===== src/rtl/bti_pkg.sv =====
// bti_pkg: shared definitions for the BTI two-requester arbiter.
//   req_id_t       - requester identity stored in the in-order ID queue
//   OSTD_DEPTH_DEF - default maximum number of outstanding downstream requests
//   BTI_TW         - transaction ID width carried in request/response packets
package bti_pkg;

  typedef enum logic {
    REQ_0 = 1'b0,
    REQ_1 = 1'b1
  } req_id_t;

  localparam int OSTD_DEPTH_DEF = 4;
  localparam int BTI_TW         = 4;

endpackage


===== src/rtl/bti_if.sv =====
// BTI request/response channel interfaces.
//   bti_req_if_t : vld/rdy handshake carrying pkt {addr, tid}
//   bti_rsp_if_t : vld/rdy handshake carrying pkt {data, tid, ok}
//   modport mst drives vld and the packet, slv drives rdy.
interface bti_req_if_t #(
  parameter int AW = 32
) ();
  logic                      vld;
  logic                      rdy;
  logic [AW-1:0]             addr;
  logic [bti_pkg::BTI_TW-1:0] tid;

  modport mst (output vld, output addr, output tid, input rdy);
  modport slv (input vld, input addr, input tid, output rdy);
endinterface

interface bti_rsp_if_t #(
  parameter int DW = 32
) ();
  logic                      vld;
  logic                      rdy;
  logic [DW-1:0]             data;
  logic [bti_pkg::BTI_TW-1:0] tid;
  logic                      ok;

  modport mst (output vld, output data, output tid, output ok, input rdy);
  modport slv (input vld, input data, input tid, input ok, output rdy);
endinterface


===== src/rtl/bti_ord_fifo.sv =====
// bti_ord_fifo: in-order queue of requester IDs for outstanding transactions.
//   clk, rst_n : clock, asynchronous active-low reset (pointers/count only)
//   push, din  : enqueue din (caller guarantees not full)
//   pop        : dequeue head (caller guarantees not empty)
//   full/empty : occupancy flags, head : oldest entry
module bti_ord_fifo #(
  parameter int DW    = 1,
  parameter int DEPTH = 4
) (
  input  logic          clk,
  input  logic          rst_n,
  input  logic          push,
  input  logic          pop,
  input  logic [DW-1:0] din,
  output logic          full,
  output logic          empty,
  output logic [DW-1:0] head
);

  localparam int PW = $clog2(DEPTH);

  logic [DW-1:0] mem [DEPTH];
  logic [PW-1:0] wptr;
  logic [PW-1:0] rptr;
  logic [PW:0]   count;

  // Pointers wrap naturally because DEPTH is a power of two.
  always_ff @(posedge clk or negedge rst_n) begin
    if (!rst_n) begin
      wptr  <= '0;
      rptr  <= '0;
      count <= '0;
    end else begin
      if (push) wptr <= wptr + 1'b1;
      if (pop)  rptr <= rptr + 1'b1;
      count <= count + {{PW{1'b0}}, push} - {{PW{1'b0}}, pop};
    end
  end

  always_ff @(posedge clk) begin
    if (push) mem[wptr] <= din;
  end

  assign full  = (count == (PW+1)'(DEPTH));
  assign empty = (count == '0);
  assign head  = mem[rptr];

endmodule


===== src/rtl/bti_arb2.sv =====
// bti_arb2: round-robin arbiter sharing one BTI slave between two requesters.
//   clk, rst_n     : clock, asynchronous active-low reset
//   bti_req_slv0/1 : request channels from requester 0 (ifetch) / 1 (load)
//   bti_rsp_mst0/1 : response channels back to requester 0 / 1
//   bti_req_mst    : shared request channel to the slave (combinational path)
//   bti_rsp_slv    : shared response channel from the slave
// Responses return in order; an ID queue remembers which requester owns each
// outstanding request so responses can be steered back.
module bti_arb2 import bti_pkg::*; #(
  parameter int BTI_AW     = 32,
  parameter int BTI_DW     = 32,
  parameter int OSTD_DEPTH = OSTD_DEPTH_DEF
) (
  input  logic       clk,
  input  logic       rst_n,
  bti_req_if_t.slv   bti_req_slv0,
  bti_rsp_if_t.mst   bti_rsp_mst0,
  bti_req_if_t.slv   bti_req_slv1,
  bti_rsp_if_t.mst   bti_rsp_mst1,
  bti_req_if_t.mst   bti_req_mst,
  bti_rsp_if_t.slv   bti_rsp_slv
);

  req_id_t             prio;
  req_id_t             gnt;
  req_id_t             lock_id;
  req_id_t             head_id;
  logic                lock;
  logic                gnt_vld;
  logic [BTI_AW-1:0]   gnt_addr;
  logic [BTI_DW-1:0]   rsp_data;
  logic                req_hs;
  logic                ord_full;
  logic                ord_empty;
  logic                ord_pop;
  logic [0:0]          ord_head;
  logic                stray_rsp;

  // A request shown downstream but not yet accepted keeps its grant so the
  // packet stays stable across slave back-pressure.
  always_comb begin
    gnt = REQ_0;
    if (lock)                                   gnt = lock_id;
    else if (bti_req_slv0.vld && bti_req_slv1.vld) gnt = prio;
    else if (bti_req_slv1.vld)                  gnt = REQ_1;
  end

  assign gnt_vld  = (gnt == REQ_1) ? bti_req_slv1.vld  : bti_req_slv0.vld;
  assign gnt_addr = (gnt == REQ_1) ? bti_req_slv1.addr : bti_req_slv0.addr;

  assign bti_req_mst.vld  = rst_n & gnt_vld & ~ord_full;
  assign bti_req_mst.addr = gnt_addr;
  assign bti_req_mst.tid  = (gnt == REQ_1) ? bti_req_slv1.tid : bti_req_slv0.tid;

  assign bti_req_slv0.rdy = rst_n & gnt_vld & (gnt == REQ_0) & bti_req_mst.rdy & ~ord_full;
  assign bti_req_slv1.rdy = rst_n & gnt_vld & (gnt == REQ_1) & bti_req_mst.rdy & ~ord_full;

  assign req_hs = bti_req_mst.vld & bti_req_mst.rdy;

  always_ff @(posedge clk or negedge rst_n) begin
    if (!rst_n) begin
      prio    <= REQ_0;
      lock    <= 1'b0;
      lock_id <= REQ_0;
    end else if (req_hs) begin
      prio <= (gnt == REQ_0) ? REQ_1 : REQ_0;
      lock <= 1'b0;
    end else if (bti_req_mst.vld) begin
      lock    <= 1'b1;
      lock_id <= gnt;
    end
  end

  bti_ord_fifo #(
    .DW    (1),
    .DEPTH (OSTD_DEPTH)
  ) u_ordq (
    .clk   (clk),
    .rst_n (rst_n),
    .push  (req_hs),
    .pop   (ord_pop),
    .din   (gnt),
    .full  (ord_full),
    .empty (ord_empty),
    .head  (ord_head)
  );

  assign head_id  = req_id_t'(ord_head);
  assign rsp_data = bti_rsp_slv.data;

  assign bti_rsp_mst0.vld  = rst_n & bti_rsp_slv.vld & ~ord_empty & (head_id == REQ_0);
  assign bti_rsp_mst0.data = rsp_data;
  assign bti_rsp_mst0.tid  = bti_rsp_slv.tid;
  assign bti_rsp_mst0.ok   = bti_rsp_slv.ok;

  assign bti_rsp_mst1.vld  = rst_n & bti_rsp_slv.vld & ~ord_empty & (head_id == REQ_1);
  assign bti_rsp_mst1.data = rsp_data;
  assign bti_rsp_mst1.tid  = bti_rsp_slv.tid;
  assign bti_rsp_mst1.ok   = bti_rsp_slv.ok;

  // With nothing outstanding the slave response has no owner: accept and drop
  // it so the slave cannot deadlock.
  assign bti_rsp_slv.rdy = rst_n & (ord_empty |
                           ((head_id == REQ_1) ? bti_rsp_mst1.rdy : bti_rsp_mst0.rdy));

  assign ord_pop   = bti_rsp_slv.vld & bti_rsp_slv.rdy & ~ord_empty;
  assign stray_rsp = rst_n & bti_rsp_slv.vld & ord_empty;

  always @(posedge clk) begin
    if (rst_n) begin
      stray_chk: assert (!stray_rsp)
        else $warning("bti_arb2: response with no outstanding request dropped");
    end
  end

endmodule


===== src/flat_wrapper.sv =====
// flat-port wrapper written by rule: the top's interface ports become plain ports
module bti_arb2_flat import bti_pkg::*;
#(
  parameter int BTI_AW     = 32,
  parameter int BTI_DW     = 32,
  parameter int OSTD_DEPTH = OSTD_DEPTH_DEF
)
  (clk, rst_n, bti_req_slv0_vld, bti_req_slv0_addr, bti_req_slv0_tid, bti_req_slv0_rdy, bti_rsp_mst0_vld, bti_rsp_mst0_data, bti_rsp_mst0_tid, bti_rsp_mst0_ok, bti_rsp_mst0_rdy, bti_req_slv1_vld, bti_req_slv1_addr, bti_req_slv1_tid, bti_req_slv1_rdy, bti_rsp_mst1_vld, bti_rsp_mst1_data, bti_rsp_mst1_tid, bti_rsp_mst1_ok, bti_rsp_mst1_rdy, bti_req_mst_vld, bti_req_mst_addr, bti_req_mst_tid, bti_req_mst_rdy, bti_rsp_slv_vld, bti_rsp_slv_data, bti_rsp_slv_tid, bti_rsp_slv_ok, bti_rsp_slv_rdy);
  bti_req_if_t bti_req_slv0_i ();
  bti_rsp_if_t bti_rsp_mst0_i ();
  bti_req_if_t bti_req_slv1_i ();
  bti_rsp_if_t bti_rsp_mst1_i ();
  bti_req_if_t bti_req_mst_i ();
  bti_rsp_if_t bti_rsp_slv_i ();
  input  logic clk;
  input  logic rst_n;
  input wire logic [$bits(bti_req_slv0_i.vld)-1:0] bti_req_slv0_vld;
  input wire logic [$bits(bti_req_slv0_i.addr)-1:0] bti_req_slv0_addr;
  input wire logic [$bits(bti_req_slv0_i.tid)-1:0] bti_req_slv0_tid;
  output wire logic [$bits(bti_req_slv0_i.rdy)-1:0] bti_req_slv0_rdy;
  output wire logic [$bits(bti_rsp_mst0_i.vld)-1:0] bti_rsp_mst0_vld;
  output wire logic [$bits(bti_rsp_mst0_i.data)-1:0] bti_rsp_mst0_data;
  output wire logic [$bits(bti_rsp_mst0_i.tid)-1:0] bti_rsp_mst0_tid;
  output wire logic [$bits(bti_rsp_mst0_i.ok)-1:0] bti_rsp_mst0_ok;
  input wire logic [$bits(bti_rsp_mst0_i.rdy)-1:0] bti_rsp_mst0_rdy;
  input wire logic [$bits(bti_req_slv1_i.vld)-1:0] bti_req_slv1_vld;
  input wire logic [$bits(bti_req_slv1_i.addr)-1:0] bti_req_slv1_addr;
  input wire logic [$bits(bti_req_slv1_i.tid)-1:0] bti_req_slv1_tid;
  output wire logic [$bits(bti_req_slv1_i.rdy)-1:0] bti_req_slv1_rdy;
  output wire logic [$bits(bti_rsp_mst1_i.vld)-1:0] bti_rsp_mst1_vld;
  output wire logic [$bits(bti_rsp_mst1_i.data)-1:0] bti_rsp_mst1_data;
  output wire logic [$bits(bti_rsp_mst1_i.tid)-1:0] bti_rsp_mst1_tid;
  output wire logic [$bits(bti_rsp_mst1_i.ok)-1:0] bti_rsp_mst1_ok;
  input wire logic [$bits(bti_rsp_mst1_i.rdy)-1:0] bti_rsp_mst1_rdy;
  output wire logic [$bits(bti_req_mst_i.vld)-1:0] bti_req_mst_vld;
  output wire logic [$bits(bti_req_mst_i.addr)-1:0] bti_req_mst_addr;
  output wire logic [$bits(bti_req_mst_i.tid)-1:0] bti_req_mst_tid;
  input wire logic [$bits(bti_req_mst_i.rdy)-1:0] bti_req_mst_rdy;
  input wire logic [$bits(bti_rsp_slv_i.vld)-1:0] bti_rsp_slv_vld;
  input wire logic [$bits(bti_rsp_slv_i.data)-1:0] bti_rsp_slv_data;
  input wire logic [$bits(bti_rsp_slv_i.tid)-1:0] bti_rsp_slv_tid;
  input wire logic [$bits(bti_rsp_slv_i.ok)-1:0] bti_rsp_slv_ok;
  output wire logic [$bits(bti_rsp_slv_i.rdy)-1:0] bti_rsp_slv_rdy;
  assign bti_req_slv0_i.vld = bti_req_slv0_vld;
  assign bti_req_slv0_i.addr = bti_req_slv0_addr;
  assign bti_req_slv0_i.tid = bti_req_slv0_tid;
  assign bti_req_slv0_rdy = bti_req_slv0_i.rdy;
  assign bti_rsp_mst0_vld = bti_rsp_mst0_i.vld;
  assign bti_rsp_mst0_data = bti_rsp_mst0_i.data;
  assign bti_rsp_mst0_tid = bti_rsp_mst0_i.tid;
  assign bti_rsp_mst0_ok = bti_rsp_mst0_i.ok;
  assign bti_rsp_mst0_i.rdy = bti_rsp_mst0_rdy;
  assign bti_req_slv1_i.vld = bti_req_slv1_vld;
  assign bti_req_slv1_i.addr = bti_req_slv1_addr;
  assign bti_req_slv1_i.tid = bti_req_slv1_tid;
  assign bti_req_slv1_rdy = bti_req_slv1_i.rdy;
  assign bti_rsp_mst1_vld = bti_rsp_mst1_i.vld;
  assign bti_rsp_mst1_data = bti_rsp_mst1_i.data;
  assign bti_rsp_mst1_tid = bti_rsp_mst1_i.tid;
  assign bti_rsp_mst1_ok = bti_rsp_mst1_i.ok;
  assign bti_rsp_mst1_i.rdy = bti_rsp_mst1_rdy;
  assign bti_req_mst_vld = bti_req_mst_i.vld;
  assign bti_req_mst_addr = bti_req_mst_i.addr;
  assign bti_req_mst_tid = bti_req_mst_i.tid;
  assign bti_req_mst_i.rdy = bti_req_mst_rdy;
  assign bti_rsp_slv_i.vld = bti_rsp_slv_vld;
  assign bti_rsp_slv_i.data = bti_rsp_slv_data;
  assign bti_rsp_slv_i.tid = bti_rsp_slv_tid;
  assign bti_rsp_slv_i.ok = bti_rsp_slv_ok;
  assign bti_rsp_slv_rdy = bti_rsp_slv_i.rdy;
  bti_arb2 #(.BTI_AW(BTI_AW), .BTI_DW(BTI_DW), .OSTD_DEPTH(OSTD_DEPTH)) u_core (.clk(clk), .rst_n(rst_n), .bti_req_slv0(bti_req_slv0_i), .bti_rsp_mst0(bti_rsp_mst0_i), .bti_req_slv1(bti_req_slv1_i), .bti_rsp_mst1(bti_rsp_mst1_i), .bti_req_mst(bti_req_mst_i), .bti_rsp_slv(bti_rsp_slv_i));
endmodule

===== config.mk =====
export PLATFORM = sky130hd
export DESIGN_NAME = bti_arb2_flat
export DESIGN_NICKNAME = d
export VERILOG_FILES = /design/src/rtl/bti_pkg.sv /design/src/rtl/bti_if.sv /design/src/rtl/bti_ord_fifo.sv /design/src/rtl/bti_arb2.sv /design/src/flat_wrapper.sv
export SDC_FILE = /design/constraint.sdc
export NUM_CORES = 1
export LEC_CHECK = 0
export BUFFER_PORTS_ARGS = -buffer_cell sky130_fd_sc_hd__buf_2
export CAP_MARGIN = 15
export CORE_AREA = 2 2 91 93
export DETAILED_ROUTE_END_ITERATION = 8
export DIE_AREA = 0 0 93 95
export HOLD_SLACK_MARGIN = 0.02
export RECOVER_POWER = 50
export SLEW_MARGIN = 15
export SYNTH_ARGS = -nofsm -noshare
export SYNTH_HDL_FRONTEND = slang
export SYNTH_SLANG_ARGS = --single-unit

===== constraint.sdc =====
create_clock -name clk -period 3.05 [get_ports clk]
set_input_delay 0.305 -clock clk [delete_from_list [all_inputs] [get_ports clk]]
set_output_delay 0.305 -clock clk [all_outputs]
set_load 0.01 [all_outputs]

# == Word-level counts from Yosys, hierarchy flattened ==
# Memories as Yosys holds them, arrays and structs flattened.
# Index checks and enable logic that the tools add are counted.
# word_totals
register_bits,10
ram_bits,4
output_inout_bits,116
word_cells,50
n_memories,1
# classes
n_addsub,4
eq_ne,1
n_mux,12
bitwise,22
reduce_logical,4
# memory_table
memory,words,width,rd,rd_ports_with_merged_regs,write_ports,line_no,source
u_core.u_ordq.mem,4,1,1,0,1,bti_ord_fifo.sv:22,logic [DW-1:0] mem [DEPTH];
# ops
operator,n
$mux 32,1
$and 1x1->1,16
$mux 1,10
$not 1->1,5
$add 2x1->2 const B,2
$mux 4,1
$add 3x1->3,1
$eq 3x3->1 const B,1
$logic_not 3->1,1
$sub 3x1->3,1
$reduce_and 2->1,1
$reduce_bool 2->1,1
$logic_and 1x1->1,1
$or 1x1->1,1

# == Longest topological paths before layout ==
# Gate-level depths: netlist of run 1.
# depth
ltp_word,9
depth_mapped,11
depth_no_buf,10

# == Cells and area by module ==
# A second synthesis of run 1 with hierarchy kept.
# hier_totals
hier_cells,188
area_unflattened_um2,1959.4
# by_module_without_submodules
module,n_inst,cells_per_inst,area_per_inst_um2
bti_arb2,1,149,1431.4
bti_ord_fifo,1,39,528.0

# == Worst setup path before layout of run 1 ==
# OpenSTA, ideal clock, no wires.
# synth_timing
path_type,reg2reg
startpoint,register u_core.u_ordq.rptr[1]
endpoint,register u_core.u_ordq.count[2]
setup_ns,0.123
t_arrival_ns,2.162
required_time_ns,2.927
setup_slack_ns,0.765
stages_incl_launch_ff,11
n_path_buf,0
path_cell_list,dfrtp_1 mux2i_1 mux2i_1 mux2i_1 nor2_1 ha_1 inv_1 ha_1 fa_1 xnor2_1 xnor2_1
# synth_between
elab_chain_len,7
# synth_rtl
element,line_no,source
"start, declared",bti_ord_fifo.sv:24,logic [PW-1:0] rptr;
"start signal, assigned",bti_ord_fifo.sv:35,if (pop) rptr <= rptr + 1'b1;
$mem_v2 4x1,n/a,
$mux 1,bti_arb2.sv:104,((head_id == REQ_1) ? bti_rsp_mst1.rdy : bti_rsp_mst0.rdy));
$or 1x1->1,bti_arb2.sv:103,assign bti_rsp_slv.rdy = rst_n & (ord_empty |
$and 1x1->1,bti_arb2.sv:103,
$and 1x1->1 (2 in a row),bti_arb2.sv:106,assign ord_pop = bti_rsp_slv.vld & bti_rsp_slv.rdy & ~ord_empty;
named net u_core.ord_pop,bti_arb2.sv:35,logic ord_pop;
$sub 3x1->3,bti_ord_fifo.sv:36,"count <= count + {{PW{1'b0}}, push} - {{PW{1'b0}}, pop};"
"end signal, assigned",bti_ord_fifo.sv:36,
"end, declared",bti_ord_fifo.sv:25,logic [PW:0] count;
# The timed path passes the listed nets, and every way through them passes these cells.
# A chain may end at the register's enable or synchronous reset.

# == Final worst setup path of run 1 ==
# layout_timing
startpoint,input port rst_n
endpoint,register u_core.u_ordq.count[2]
# layout_between
elab_chain_len,5
# layout_rtl
element,line_no,source
"start, declared",flat_wrapper.sv:16,input logic rst_n;
$and 1x1->1 (2 in a row),bti_arb2.sv:51,assign bti_req_mst.vld = rst_n & gnt_vld & ~ord_full;
$and 1x1->1,bti_arb2.sv:58,assign req_hs = bti_req_mst.vld & bti_req_mst.rdy;
$add 3x1->3,bti_ord_fifo.sv:36,
$sub 3x1->3 *,bti_ord_fifo.sv:36,
# Every way passes the cells marked *; elsewhere a longest branch is shown, timed or not.

==> impl_metrics.env, run 1 <==
export IMPL_setup_worst_path_class="primary input to flop"
export IMPL_worst_setup_hold_path_clk_slew_ps=60
export IMPL_worst_hold_slack_ps=394
export IMPL_crit_path_start_kind="primary input"
export IMPL_seq_area_um2=370
export IMPL_arrival_time_of_data_at_the_critical_path_endpoint_ps=2700
export IMPL_worst_path_dominant_cell_family="buffers and inverters"
export IMPL_port_buffers=121
export IMPL_number_of_distinct_library_cells_after_synthesis=33
export IMPL_post_cts_repair_setup_buffers=0
export IMPL_route_detailed_wl_per_inst_um=13.6
export IMPL_ys_seq_elements=14
export IMPL_timing_reg2reg_worst_path_depth=10
export IMPL_drv_slew=0
export IMPL_gr_usage_total_pct=8.59
export IMPL_source_to_sink_clock_delay_at_the_later_pin_of_the_worst_skew_pair_ps=250
export IMPL_setup_viol_count_final=0
export IMPL_synth_ff_type="sky130_fd_sc_hd__dfrtp_1"
export IMPL_root_buffer="sky130_fd_sc_hd__clkbuf_8"
export IMPL_grt_max_degree=32
export IMPL_dp_final_hpwl_mm=3.97
export IMPL_worstReg2RegEnd="u_core.u_ordq.count[2]"
export IMPL_power_leakage_nw=1.04
export IMPL_num_antenna_cells=0
export IMPL_crit_end="u_core.u_ordq.count[2]"
export IMPL_fp_dieH_um=95
export IMPL_dr_pass1_iters=4
export IMPL_fin_skew_ps=0.837
export IMPL_cp_required_ps=3220
export IMPL_launching_point_of_the_worst_reg2reg_path="u_core.u_ordq.rptr[1]"
export IMPL_cts_hold_buffers=1
export IMPL_cp_startpoint="rst_n"
export IMPL_max_slew_margin_pct=76.1
export IMPL_finalPower_mw=1.56
export IMPL_inserted_clock_buffers=3
export IMPL_cts_path_max_buffers=2
export IMPL_grt_antenna_before_repair=0
export IMPL_drc_violation_count_after_routing=0
export IMPL_gp_congestion=0.679
export IMPL_die_width_um=93
export IMPL_synth_area_um2=1810
export IMPL_worst_path_buf_inv=4
export IMPL_worstPathMaxFanout=17
export IMPL_synth_enable_flop_cells=4
export IMPL_post_drt_via_cell_ratio=3.94
export IMPL_number_of_standard_cell_rows_in_the_floorplan=33
export IMPL_hold_path_class="primary input to flop"
export IMPL_synth_seq_area_share_pct=20.5
export IMPL_yosys_cell_count_top_type="sky130_fd_sc_hd__buf_4"
export IMPL_timing_critical_path_cells="dlygate4sd3_1 > buf_2 > and4_4 > inv_1 > ha_1 > inv_1 > ha_1 > fa_1 > xnor2_1 > xnor2_1"
export IMPL_drv_cap=0
export IMPL_io_pin_count=233
export IMPL_total_stage_count_of_the_critical_path=10
export IMPL_share_of_cells_above_drive_strength_1_pct=72.6
export IMPL_detailroute_via_count=1336
export IMPL_post_cts_resized=0
export IMPL_first_pass_grt_wire_length_mm=5.85
export IMPL_grt_overflow_total=0
export IMPL_postSynthCellCount=186
export IMPL_p_per_area_nw_per_um2=767
export IMPL_synth_largest_area_cell="sky130_fd_sc_hd__buf_4"
export IMPL_finalSetupTns_ps=0
export IMPL_clock_sinks=14
export IMPL_mapped_nets=310
export IMPL_filler_cell_count=893
export IMPL_synth_top_cell_area_share_pct=30.8
export IMPL_setup_worst_path_end_class="flop"
export IMPL_finalCriticalPeriod_ps=2530
export IMPL_avgSynthCellArea_um2=9.71
export IMPL_ant_nets=0
export IMPL_grt_pass1_vias=1173
export IMPL_yosysWarnings=0
export IMPL_outcome="finished, final reports clean"
export IMPL_max_freq_mhz=396
export IMPL_largest_cells_by_area_after_synthesis="sky130_fd_sc_hd__buf_4 (31%), sky130_fd_sc_hd__mux2_2 (22%), sky130_fd_sc_hd__dfrtp_1 (14%), sky130_fd_sc_hd__edfxtp_1 (6.7%), sky130_fd_sc_hd__ha_1 (4.2%)"
export IMPL_worst_r2r_setup_slack_ps=640
export IMPL_wirelength_mm=4.60
export IMPL_unrepaired_setup_endpoints_after_global_routing="false"
export IMPL_start_util_pct=22.8
export IMPL_area_growth_synth_to_final_pct=12.6
export IMPL_max_vdd_ir_drop_mv=0.441
export IMPL_h_tree_depth=1
export IMPL_yosys_top_cells_count="sky130_fd_sc_hd__buf_4 (74), sky130_fd_sc_hd__mux2_2 (36), sky130_fd_sc_hd__dfrtp_1 (10)"
export IMPL_period_share_pct=82.8
export IMPL_drt_first_iter_violations=13
export IMPL_tightest_slew_ps=358
export IMPL_worst_hold_path_num_cells=3
export IMPL_critical_path_slowest_cell="sky130_fd_sc_hd__dlygate4sd3_1"
export IMPL_ys_async_sr_fraction_pct=71.4
export IMPL_cts_tree="done"
export IMPL_core_area_um2=7930
export IMPL_crit_path_max_cell_delay_ps=520
export IMPL_hold_viol_final=0
export IMPL_finish_net_count=359
export IMPL_multi_input_area_um2=821
export IMPL_die_area_um2=8840
[worst min-delay path by stage]
| stage | start | endpoint | slack (ps) |
|---|---|---|---|
| 2_1_floorplan | rst_n | u_core.lock | 9 |
| 3_3_place_gp | rst_n | u_core.u_ordq.rptr[0] | 220 |
| 3_5_place_dp | rst_n | u_core.u_ordq.rptr[0] | 220 |
| 4_1_cts | bti_req_slv0_vld | u_core.prio | 390 |
| 5_1_grt | bti_req_slv0_vld | u_core.prio | 400 |
| 6_report | bti_req_slv0_vld | u_core.prio | 390 |
[worst register-to-register path, stage by stage (launching register included)]
cell	delay [ps]
sky130_fd_sc_hd__dfrtp_1	420
sky130_fd_sc_hd__mux2i_1	160
sky130_fd_sc_hd__mux2i_1	270
sky130_fd_sc_hd__mux2i_1	250
sky130_fd_sc_hd__nor2_1	60
sky130_fd_sc_hd__ha_1	270
sky130_fd_sc_hd__inv_1	40
sky130_fd_sc_hd__ha_1	180
sky130_fd_sc_hd__fa_1	380
sky130_fd_sc_hd__xnor2_1	180
sky130_fd_sc_hd__xnor2_1	130
[cell families (layout without fill, tap and decap cells)]
family	after synthesis	after routing	share of synthesized area, %
buf+inv	87	135	34.2
mux	43	43	26.6
simple gates	22	22	7.35
flops	14	14	20.5
compound gates	9	9	4.16
fa+ha+maj	7	7	5.27
xor+xnor	4	4	1.94
[placed cells by master, fill, tap and decap left out, types with 2 or more instances in the layout]
cell type,count
sky130_fd_sc_hd__clkbuf_8,3
sky130_fd_sc_hd__nor2b_1,3
sky130_fd_sc_hd__xnor2_1,3
sky130_fd_sc_hd__mux2_2,36
sky130_fd_sc_hd__o21ai_0,2
sky130_fd_sc_hd__edfxtp_1,4
sky130_fd_sc_hd__and2_2,4
sky130_fd_sc_hd__mux2i_1,6
sky130_fd_sc_hd__ha_1,6
sky130_fd_sc_hd__nand3_1,2
sky130_fd_sc_hd__nor2_1,4
sky130_fd_sc_hd__dfrtp_1,10
sky130_fd_sc_hd__buf_2,121
sky130_fd_sc_hd__inv_1,8
[registers in the layout, indices dropped and copies added, names as in the netlist]
signal,count
u_core.u_ordq.mem,4
u_core.u_ordq.count,3
u_core.u_ordq.rptr,2
u_core.u_ordq.wptr,2
u_core.lock,1
u_core.lock_id,1
u_core.prio,1
[report_power, final]
| group | internal [mW] | leakage [nW] | switching [mW] |
|---|---|---|---|
| combinational | 0.557 | 0.861 | 0.499 |
| sequential | 0.280 | 0.153 | 0.0658 |
| clock | 0.0892 | 0.0231 | 0.0685 |
[layout make-up]
type	instances	share of cell area, %
multi-input cells	85	40.4
inverters	8	1.48
clock buffers	3	2.03
repair buffers	123	31.3
flip-flops and latches	14	18.2
clock inverters	1	0.185
well taps	105	6.46
[through the flow]
stage	worst slack, ps	utilization (%)	area (µm²)	cells
detailed placement	622	25.0	1980	334
finish	525	25.6	2030	339
floorplan	765	-	1810	186
global route	321	25.6	2030	339
global placement	675	25.0	1980	334
CTS	501	25.6	2030	339
[metal layers]
metal,vias up,wire length [µm],GRT usage [%],part of all wire (%)
met5,-,0,0,0
met4,0,93,3.92,2.0
met3,18,876,7.26,19
met2,88,2090,11.9,45
met1,583,1540,9.28,33
li1,647,-,-,-
No activity file was read; power rests on OpenSTA's default activity.
==> inputs of run 2 (changes only) <==
--- a/config.mk
+++ b/config.mk
@@ -5,12 +5,14 @@
 export SDC_FILE = /design/constraint.sdc
 export NUM_CORES = 1
 export LEC_CHECK = 0
+export ABC_AREA = 1
 export BUFFER_PORTS_ARGS = -buffer_cell sky130_fd_sc_hd__buf_2
 export CAP_MARGIN = 15
-export CORE_AREA = 2 2 91 93
+export CORE_AREA = 2 2 90 92
 export DETAILED_ROUTE_END_ITERATION = 8
-export DIE_AREA = 0 0 93 95
+export DIE_AREA = 0 0 92 94
 export HOLD_SLACK_MARGIN = 0.02
+export PLACE_DENSITY = 0.66
 export RECOVER_POWER = 50
 export SLEW_MARGIN = 15
 export SYNTH_ARGS = -nofsm -noshare
==> constraint.sdc (replaced) <==
create_clock -name clk -period 2.3 [get_ports clk]
set_input_delay 0.23 -clock clk [delete_from_list [all_inputs] [get_ports clk]]
set_output_delay 0.23 -clock clk [all_outputs]
set_load 0.01 [all_outputs]
==> run 2 against run 1 <==
Net effect: clock power up 27%; highest routed layer unchanged; cell area up 8.8%; combinational power up 46%; die area down 2.1%; global-route usage up 1.7 points; critical path type is now flop to flop; clock skew about the same.
==> impl_metrics.env, run 2 <==
export IMPL_h_tree_depth=1
export IMPL_post_drt_via_cell_ratio=3.97
export IMPL_yosysWarnings=0
export IMPL_crit_end="u_core.u_ordq.count[2]"
export IMPL_setup_worst_path_end_class="flop"
export IMPL_inserted_clock_buffers=3
export IMPL_met2_wirelength_mm=2.51
export IMPL_pre_cts_ws_ps=-7.65
export IMPL_num_antenna_cells=0
export IMPL_mapped_nets=420
export IMPL_gp_congestion=0.791
export IMPL_crit_path_start_kind="flop"
export IMPL_timing_critical_path_cells="inv_2 > nand2_2 > nand3_2 > nand3_1 > nand3_2 > inv_2 > ha_4 > inv_2 > ha_4 > fa_2 > xnor2_2 > xor2_1"
export IMPL_largest_cells_by_area_after_synthesis="sky130_fd_sc_hd__buf_4 (32%), sky130_fd_sc_hd__nand2_1 (27%), sky130_fd_sc_hd__dfrtp_1 (13%), sky130_fd_sc_hd__edfxtp_1 (6.4%), sky130_fd_sc_hd__inv_1 (4.4%)"
export IMPL_drc_violation_count_after_routing=0
export IMPL_setup_worst_path_class="flop to flop"
export IMPL_synth_top_cell_area_share_pct=31.7
export IMPL_critical_path_slowest_cell="sky130_fd_sc_hd__dfrtp_1"
export IMPL_ys_seq_elements=14
export IMPL_grt_antenna_before_repair=0
export IMPL_cp_startpoint="u_core.u_ordq.rptr[0]"
export IMPL_avgSynthCellArea_um2=6.33
export IMPL_final_core_util_pct=29.1
export IMPL_die_area_um2=8650
export IMPL_layout_cells_most_common_list="sky130_fd_sc_hd__nand2_1 (133), sky130_fd_sc_hd__buf_2 (121), sky130_fd_sc_hd__inv_1 (19)"
export IMPL_cts_path_max_buffers=2
export IMPL_top_layer_used="met4"
export IMPL_worst_setup_hold_path_clk_slew_ps=50
export IMPL_max_slew_margin_pct=76.3
export IMPL_arrival_time_of_data_at_the_critical_path_endpoint_ps=2310
export IMPL_max_freq_mhz=458
export IMPL_number_of_distinct_library_cells_after_synthesis=21
export IMPL_gr_usage_total_pct=10.3
export IMPL_hold_viol_final=0
export IMPL_crit_path_max_cell_delay_ps=430
export IMPL_tightest_slew_ps=356
export IMPL_wl_met1_mm=1.78
export IMPL_worstReg2RegEnd="u_core.u_ordq.count[2]"
export IMPL_top_register="u_core.u_ordq.mem"
export IMPL_core_area_um2=7610
export IMPL_first_pass_grt_wire_length_mm=7.35
export IMPL_worst_r2r_setup_slack_ps=110
export IMPL_share_of_cells_above_drive_strength_1_pct=44.8
export IMPL_worst_hold_slack_ps=287
export IMPL_synth_area_um2=1870
export IMPL_final_cell_count_no_fill=455
export IMPL_launching_point_of_the_worst_reg2reg_path="u_core.u_ordq.rptr[0]"
export IMPL_start_util_pct=24.6
export IMPL_timing_reg2reg_worst_path_depth=12
export IMPL_ys_async_sr_fraction_pct=71.4
export IMPL_number_of_standard_cell_rows_in_the_floorplan=32
export IMPL_detailroute_via_count=1806
export IMPL_io_pin_count=233
export IMPL_largest_reg_flops=4
export IMPL_postSynthCellCount=296
export IMPL_synth_ff_type="sky130_fd_sc_hd__dfrtp_1"
export IMPL_wl_met3_um=407
export IMPL_drt_first_iter_violations=23
export IMPL_worstPathMaxFanout=5
export IMPL_die_width_um=92
export IMPL_dr_pass1_iters=4
export IMPL_placed_cells_incl_taps=442
export IMPL_hold_path_class="primary input to flop"
export IMPL_drv_cap=0
export IMPL_fp_dieH_um=94
export IMPL_most_common_library_cell_in_the_layout_ignoring_fill_and_taps="sky130_fd_sc_hd__nand2_1"
export IMPL_clock_sinks=14
export IMPL_dp_final_hpwl_mm=3.73
export IMPL_unrepaired_setup_endpoints_after_global_routing="false"
export IMPL_outcome="finished, final reports clean"
export IMPL_root_buffer="sky130_fd_sc_hd__clkbuf_8"
export IMPL_port_buffers=121
export IMPL_max_vdd_ir_drop_mv=0.269
export IMPL_wirelength_mm=4.72
export IMPL_yosys_cell_count_top_type="sky130_fd_sc_hd__nand2_1"
export IMPL_cts_tree="done"
export IMPL_setup_viol_count_final=0
export IMPL_source_to_sink_clock_delay_at_the_later_pin_of_the_worst_skew_pair_ps=240
export IMPL_synth_seq_area_share_pct=19.8
export IMPL_grt_pass1_vias=1643
export IMPL_biggestRegsByFlops="u_core.u_ordq.mem (4), u_core.u_ordq.count (3)"
export IMPL_finish_net_count=478
export IMPL_filler_cell_count=855
export IMPL_grt_overflow_total=0
export IMPL_cp_required_ps=2430
export IMPL_drv_slew=0
export IMPL_finalSetupTns_ps=0
export IMPL_finalCriticalPeriod_ps=2190
export IMPL_synth_enable_flop_cells=4
export IMPL_power_leakage_nw=1.39
export IMPL_route_detailed_wl_per_inst_um=10.4
export IMPL_grt_max_degree=39
export IMPL_yosys_top_cells_count="sky130_fd_sc_hd__nand2_1 (137), sky130_fd_sc_hd__buf_4 (79), sky130_fd_sc_hd__inv_1 (22)"
export IMPL_worst_slack_ps=114
export IMPL_fin_skew_ps=1.30
export IMPL_period_share_pct=95.0
export IMPL_area_growth_synth_to_final_pct=18.1
export IMPL_crit_path_frequent_cell="sky130_fd_sc_hd__inv_2"
export IMPL_ant_nets=0
export IMPL_synth_largest_area_cell="sky130_fd_sc_hd__buf_4"
export IMPL_p_per_area_nw_per_um2=993
run 2: changes by cell type after synthesis, moves of 3 or more:
cell	previous run	this run
sky130_fd_sc_hd__and2_2	4	0
sky130_fd_sc_hd__buf_4	74	79
sky130_fd_sc_hd__inv_1	8	22
sky130_fd_sc_hd__mux2_2	36	0
sky130_fd_sc_hd__mux2i_1	6	0
sky130_fd_sc_hd__nand2_1	2	137
sky130_fd_sc_hd__nand3_1	2	9
sky130_fd_sc_hd__nand4_1	1	4
sky130_fd_sc_hd__nor2_1	4	9
sky130_fd_sc_hd__nor2b_1	3	0
run 2: cell type report:
type                            instances  area, µm²  share of cell area (%)
Clock buffer                            3       41.3                    1.87
Clock inverter                          1       3.75                   0.170
Inverter                               24       92.6                    4.19
Multi-Input combinational cell        176        863                    39.0
Sequential cell                        14        370                    16.7
Tap cell                              102        128                    5.77
Timing Repair Buffer                  135        713                    32.2
run 2: cell families after synthesis:
family / count (synthesis) / synth area share, %
adders and majority gates: 7 / 5.08
and+or+nand+nor: 164 / 35.4
xor gates and xnor gates: 3 / 1.40
AOI/OAI and AO/OA: 2 / 0.735
DFF: 14 / 19.8
buffers and inverters: 106 / 37.6
run 2: worst max-delay path: cells and delay by family (launching register included):
kind	cells	cell delay (ps)
AND/OR/NAND/NOR	4	370
XOR/XNOR	2	300
flip-flops	1	430
adder cells (fa/ha/maj)	3	790
buffers and inverters	3	190
run 2: timing repair:
item	4_1_cts	5_1_grt
gates resized for setup	2	16
endpoints found under the hold margin	10	0
setup buffers	6	2
cloned	0	0
setup endpoints to repair	1	3
pin swaps	2	7
hold buffers	1	0
run 2: worst min-delay path by stage:
stage / to / from / cells after the start
5_1_grt: u_core.u_ordq.wptr[0] / bti_req_mst_rdy / 3
3_3_place_gp: u_core.u_ordq.rptr[1] / rst_n / 1
3_5_place_dp: u_core.u_ordq.rptr[1] / rst_n / 1
6_report: u_core.prio / bti_req_slv0_vld / 3
2_1_floorplan: u_core.lock / rst_n / 0
4_1_cts: u_core.prio / bti_req_slv0_vld / 3
run 2: per-stage QoR:
step                      area, µm²  power (mW)
final                          2210        2.20
after global routing           2210        2.45
after CTS                      2140        2.11
after detailed placement       2030        1.79
after global placement         2030        1.73
after floorplan                1870        1.46
run 2: where the power goes:
group	internal (mW)	total (mW)	switching, mW
sequential	0.361	0.452	0.0912
combinational	0.657	1.55	0.888
clock	0.118	0.200	0.0819
run 2: per-layer routing:
| metal | GRT usage (%) | vias to the layer above |
|---|---|---|
| met4 | 1.62 | 0 |
| met1 | 11.6 | 767 |
| met5 | 0 | - |
| met2 | 19.5 | 104 |
| li1 | - | 931 |
| met3 | 2.89 | 4 |
